`src/rtl/mdu_hilo_ctrl.sv`:
```
// HI/LO register file and multi-cycle sequencer for the external combinational mul/div unit.
// Holds operands stable for a fixed latency, then captures {HI,LO} from md_c.
module mdu_hilo_ctrl #(
  parameter int unsigned MUL_LAT = 4,
  parameter int unsigned DIV_LAT = 32
) (
  input  logic        clk,
  input  logic        rst,
  input  logic        start,
  input  logic [1:0]  op,
  input  logic [31:0] rs_val,
  input  logic [31:0] rt_val,
  input  logic        mthi,
  input  logic        mtlo,
  input  logic        flush,
  output logic [31:0] md_a,
  output logic [31:0] md_b,
  output logic [1:0]  md_op,
  input  logic [63:0] md_c,
  output logic        busy,
  output logic        stall,
  output logic        done,
  output logic [31:0] hi,
  output logic [31:0] lo
);

  localparam logic [5:0] MulCnt = 6'(MUL_LAT - 1);
  localparam logic [5:0] DivCnt = 6'(DIV_LAT - 1);

  typedef enum logic [0:0] {StIdle, StBusy} state_e;

  state_e      state_q, state_d;
  logic [5:0]  cnt_q, cnt_d;
  logic        divzero_q, divzero_d;
  logic        done_q, done_d;
  logic [31:0] md_a_q, md_a_d;
  logic [31:0] md_b_q, md_b_d;
  logic [1:0]  md_op_q, md_op_d;
  logic [31:0] hi_q, hi_d;
  logic [31:0] lo_q, lo_d;

  always_comb begin
    state_d   = state_q;
    cnt_d     = cnt_q;
    divzero_d = divzero_q;
    done_d    = 1'b0;
    md_a_d    = md_a_q;
    md_b_d    = md_b_q;
    md_op_d   = md_op_q;
    hi_d      = hi_q;
    lo_d      = lo_q;
    case (state_q)
      StIdle: begin
        if (!flush) begin
          if (mthi) hi_d = rs_val;
          if (mtlo) lo_d = rs_val;
          if (start) begin
            md_a_d    = rs_val;
            md_b_d    = rt_val;
            md_op_d   = op;
            cnt_d     = op[1] ? DivCnt : MulCnt;
            divzero_d = op[1] & (rt_val == 32'd0);
            state_d   = StBusy;
          end
        end
      end
      StBusy: begin
        if (flush) begin
          state_d = StIdle;
        end else if (cnt_q != 6'd0) begin
          cnt_d = cnt_q - 6'd1;
        end else begin
          // Divide-by-zero still completes and pulses done, but leaves HI/LO alone.
          if (!divzero_q) begin
            hi_d = md_c[63:32];
            lo_d = md_c[31:0];
          end
          done_d  = 1'b1;
          state_d = StIdle;
        end
      end
      default: state_d = StIdle;
    endcase
  end

  always_ff @(posedge clk) begin
    if (rst) begin
      state_q   <= StIdle;
      cnt_q     <= 6'd0;
      divzero_q <= 1'b0;
      done_q    <= 1'b0;
      md_a_q    <= 32'd0;
      md_b_q    <= 32'd0;
      md_op_q   <= 2'b00;
      hi_q      <= 32'd0;
      lo_q      <= 32'd0;
    end else begin
      state_q   <= state_d;
      cnt_q     <= cnt_d;
      divzero_q <= divzero_d;
      done_q    <= done_d;
      md_a_q    <= md_a_d;
      md_b_q    <= md_b_d;
      md_op_q   <= md_op_d;
      hi_q      <= hi_d;
      lo_q      <= lo_d;
    end
  end

  assign busy  = (state_q == StBusy);
  assign stall = busy | (start & ~flush);
  assign done  = done_q;
  assign md_a  = md_a_q;
  assign md_b  = md_b_q;
  assign md_op = md_op_q;
  assign hi    = hi_q;
  assign lo    = lo_q;

endmodule

```
`config.mk`:
```
export PLATFORM = sky130hd
export DESIGN_NAME = mdu_hilo_ctrl
export DESIGN_NICKNAME = d
export VERILOG_FILES = /design/src/rtl/mdu_hilo_ctrl.sv
export SDC_FILE = /design/constraint.sdc
export NUM_CORES = 1
export LEC_CHECK = 0
export CELL_PAD_IN_SITES_DETAIL_PLACEMENT = 1
export CELL_PAD_IN_SITES_GLOBAL_PLACEMENT = 1
export CORE_MARGIN = 2
export CORE_UTILIZATION = 33
export CTS_BUF_LIST = sky130_fd_sc_hd__clkbuf_8
export CTS_CLUSTER_DIAMETER = 60
export DETAILED_ROUTE_END_ITERATION = 16
export PLACE_DENSITY_LB_ADDON = 0.1
export SLEW_MARGIN = 5
export SYNTH_ARGS = -nofsm -noshare
export SYNTH_HDL_FRONTEND = slang
export SYNTH_SLANG_ARGS = --single-unit
```
`constraint.sdc`:
```
create_clock -name clk -period 2.65 [get_ports clk]
set_clock_uncertainty 0.15 [all_clocks]
set_input_delay 0.53 -clock clk [delete_from_list [all_inputs] [get_ports clk]]
set_output_delay 0.53 -clock clk [all_outputs]
set_load 0.01 [all_outputs]
```
# --- Yosys cells after proc, flatten, opt, wreduce, memory -nomap -nowiden ---
# Index checks and enable logic that the tools add are counted.
totals:
  ff_bits: 139
  in_bits: 136
  out_inout_bits: 133
  word_cells: 54
classes:
  n_addsub: 1
  n_eq_ne: 8
  muxes: 24
  n_bitwise: 5
  reduce_logical: 7
op_table:
  columns: ["op", "n"]
  rows:
  - ["$mux W32", 10]
  - ["$pmux W32 S2", 2]
  - ["$logic_not A32 Y1", 1]
  - ["$mux W6", 4]
  - ["$ne A2 B2 Y1 const B", 7]
  - ["$pmux W6 S2", 1]
  - ["$reduce_and A5 Y1", 2]
  - ["$reduce_bool A6 Y1", 1]
  - ["$sub A6 B1 Y6 const B", 1]
  - ["$mux W1", 5]
  - ["$mux W5", 1]
  - ["$reduce_and A4 Y1", 1]
  - ["$reduce_and A3 Y1", 1]
  - ["$reduce_or A3 Y1", 1]
  - ["$and A1 B1 Y1", 2]
  - ["$ne A2 B1 Y1 const B", 1]
  - ["$not A1 Y1", 2]
  - ["$pmux W1 S2", 1]
  - ["$or A1 B1 Y1", 1]

# --- Longest topological paths before layout ---
depth:
  ltp_word: 4
  ltp_mapped: 7
  ltp_nobuf: 5

# --- Worst setup path after synthesis ---
# Ideal clock, no wire load.
synth_path:
  path_kind: "in2reg"
  from: "input flush"
  to: "register md_b_q[9] (netlist: md_b[9])"
  setup_time_ns: 0.132
  t_arrival_ns: 1.612
  required_time_ns: 2.368
  slack_ns: 0.755
  stages: 7
  path_buffers: 4
  cell_sequence: "buf_2 or3b_2 clkbuf_1 buf_6 buf_6 nand2_1 a21oi_1"
synth_between:
  elab_chain_cells: 2
synth_rtl:
  columns: ["element", "line_no", "rtl"]
  rows:
  - ["start: declaration", "15", "input logic flush,"]
  - ["$not A1 Y1 (no line)", null, null]
  - ["$reduce_and A3 Y1 (no line)", null, null]
  - ["end signal: assignment", "103", "md_b_q <= md_b_d;"]
  - ["end: declaration", "37", "logic [31:0] md_b_q, md_b_d;"]
# No other way between the ends.
# A chain may end at the register's enable or synchronous reset.

# --- Worst setup path after layout ---
layout_path:
  from: "input start"
  to: "output stall"
layout_between:
  elab_chain_cells: 2
layout_rtl:
  columns: ["element", "line_no", "rtl"]
  rows:
  - ["start: declaration", "9", "input logic start,"]
  - ["$and A1 B1 Y1", "111", "assign stall = busy | (start & ~flush);"]
  - ["$or A1 B1 Y1", "111", null]
  - ["end: declaration", "21", "output logic stall,"]
# No other way between the ends.

==> impl_metrics.tcl <==
set metrics [dict create \
    fp.dieH_um 137 \
    ys_async_sr_fraction 0 \
    reg2reg_slack_ps 480 \
    cp_cell_sequence "clkdlybuf4s50_1, nand2b_1, nand2_1, clkdlybuf4s50_1" \
    numCtsBuffers 17 \
    slew_headroom 0.493 \
    fin_nets 1067 \
    cts_tree "done" \
    yosys_register_bits 139 \
    start_util 0.338 \
    io_pins 269 \
    syn-num-nets 830 \
    holdBufCountCts 0 \
    dp_hpwl_mm 16.0 \
    drt_first_pass_iters 4 \
    root_buffer "clkbuf_8" \
    critical_path_arrival_ps 1750 \
    slowest_stage "clkdlybuf4s50_1" \
    whs_ps 304 \
    die_x_um 137 \
    synth_top_area_share 0.474 \
    min_path_cells 2 \
    tns_ps 0 \
    vias 6182 \
    syn_area_per_cell_sq_um 8.49 \
    ant_nets 0 \
    clk_latency_ps 440 \
    min_to "md_b[11]" \
    ys.flop_type "dfxtp_1" \
    utilization 0.523 \
    max_freq_ghz 0.412 \
    globalplace.congestion 0.745 \
    cap_viol_max_count 0 \
    synth_top_area_cell "dfxtp_1" \
    seqCellArea_sq_mm 0.00279 \
    numPortBuffers 268 \
    rsz0062_at_grt "no" \
    gr-usage-all-layers 0.234 \
    finalHoldViolCount 0 \
    worst-setup-path-type "in -> out" \
    placementRows 48 \
    cp-end-kind "output pin" \
    post-place-ws_ps 160 \
    yosysMostFrequentCell "dfxtp_1" \
    synthTopCellsByCount "dfxtp_1, nand2_1, a211oi_1" \
    cts-htree-levels 4 \
    yosys.cell_types.count 36 \
    antenna_found_initial 0 \
    p_leak_nw 3.14 \
    fin_crit_sh 0.916 \
    drc_errors 0 \
    slew_viol_final 0 \
    cts_resized 0 \
    reg2reg_from "cnt_q[0]" \
    fillers 1993 \
    finalWorstSetupSlack_ps 222 \
    multi_input_area_sq_mm 0.00274 \
    syn_area_sq_mm 0.00587 \
    vias_per_cell 5.30 \
    worst_slew_pin_slew_ps 761 \
    coreArea_sq_mm 0.0174 \
    layout_min_cycle_time_ps 2430 \
    drive_above_1_share 0.0594 \
    wl_per_cell_um 19.1 \
    syn_inst 692 \
    yosysWarnings 0 \
    status "finished, final reports clean" \
    grt_pass1_vias 6431 \
    die_area_sq_mm 0.0189 \
    area_growth_pct 54.7 \
    p_per_area_mw_per_mm2 555 \
    cts_sinks 139 \
    path_clk_slew_ps 80 \
    drt_wl_total_mm 22.3 \
    yosysSeqAreaShare 0.474 \
    reg2reg_to "hi[17]" \
    hp-class "reg -> reg" \
    clock_tree.buffer_depth 2 \
    cp-start-kind "input pin" \
    overflow 0 \
    finalSetupViolCount 0 \
    grt_first_pass_wirelength_mm 34.2 \
    worstPathMaxFanout 4 \
    diodes 0 \
    ir_drop_v 0.000277 \
    hold_path.startpoint "md_b[11]" \
    rr_worst_depth 6 \
    grt_max_degree 75 \
    first_iter_violations 216 \
    cp_slowest_stage_delay_ps 560 \
    synth_area_leaders "dfxtp_1, a211oi_1, a21oi_1" \
    post_cts_buffers 0 \
    cp_data_required_time_ps 1970 \
    critPathMostFrequentCell "clkdlybuf4s50_1" \
    synth_edf_count 0 \
]
-- per-stage QoR --
stage               instances  total power [W]  instance area [sq um]
floorplan                 692          0.00284                   5870
global placement         1135          0.00345                   8720
detailed placement       1135          0.00349                   8720
CTS                      1167          0.00510                   9080
global route             1167          0.00530                   9080
finish                   1167          0.00504                   9080
-- layout make-up --
cell class / instances / area share
Clock buffer: 20 / 0.0303
Clock inverter: 12 / 0.00923
Inverter: 6 / 0.00248
Multi-Input combinational cell: 477 / 0.302
Sequential cell: 139 / 0.307
Tap cell: 225 / 0.0310
Timing Repair Buffer: 288 / 0.319
-- power breakdown --
group	total (W)	switching, W	internal (W)
clock	0.00160	0.000811	0.000793
combinational	0.00113	0.000545	0.000590
sequential	0.00231	0.0000798	0.00223
-- registers in the layout (all words and copies together) (netlist names) --
signal	cells
md_op	2
md_a	32
hi	32
lo	32
md_b	32
done	1
cnt_q	6
divzero_q	1
busy	1
-- worst max-delay path: cells and delay by family --
kind / cells / cell delay [ps]
and+or+nand+nor: 2 / 150
buffers and inverters: 2 / 1070
-- layout by cell type, fill, tap and decap left out, types with 2 or more instances in the layout --
cell type	n
buf_12	5
a221oi_1	2
a21oi_1	130
o31ai_1	2
a21o_1	3
nor4_1	8
nor3b_4	2
dfxtp_1	138
or3b_2	2
clkdlybuf4s50_1	267
clkbuf_8	20
buf_4	16
ha_1	2
nor2b_1	33
nand2_1	136
inv_1	11
nand3_1	3
a211oi_1	131
clkinvlp_4	2
clkinv_2	4
nor3_1	2
nor2_1	3
nand4_1	2
o32ai_1	2
-- worst max-delay path by stage --
| stage | startpoint | endpoint | slack, ps | depth (start not counted) |
|---|---|---|---|---|
| 2_1_floorplan | flush | md_b[9] | 760 | 7 |
| 3_5_place_dp | flush | hi[17] | 160 | 6 |
| 6_report | start | stall | 220 | 4 |
| 3_3_place_gp | flush | stall | 210 | 4 |
| 5_1_grt | start | stall | 170 | 4 |
| 4_1_cts | start | stall | 220 | 4 |
-- metal layers --
layer / GRT usage / part of all wire
met3: 0.0839 / 0.087
met5: 0 / 0
met1: 0.271 / 0.41
met4: 0.0848 / 0.021
met2: 0.396 / 0.49
-- logic make-up after synthesis --
group           synth area share
buf+inv                   0.0646
flops                      0.474
simple gates               0.158
fa+ha+maj                0.00426
mux                      0.00170
compound gates             0.297
Note: power is estimated with default switching activity, not from simulation.
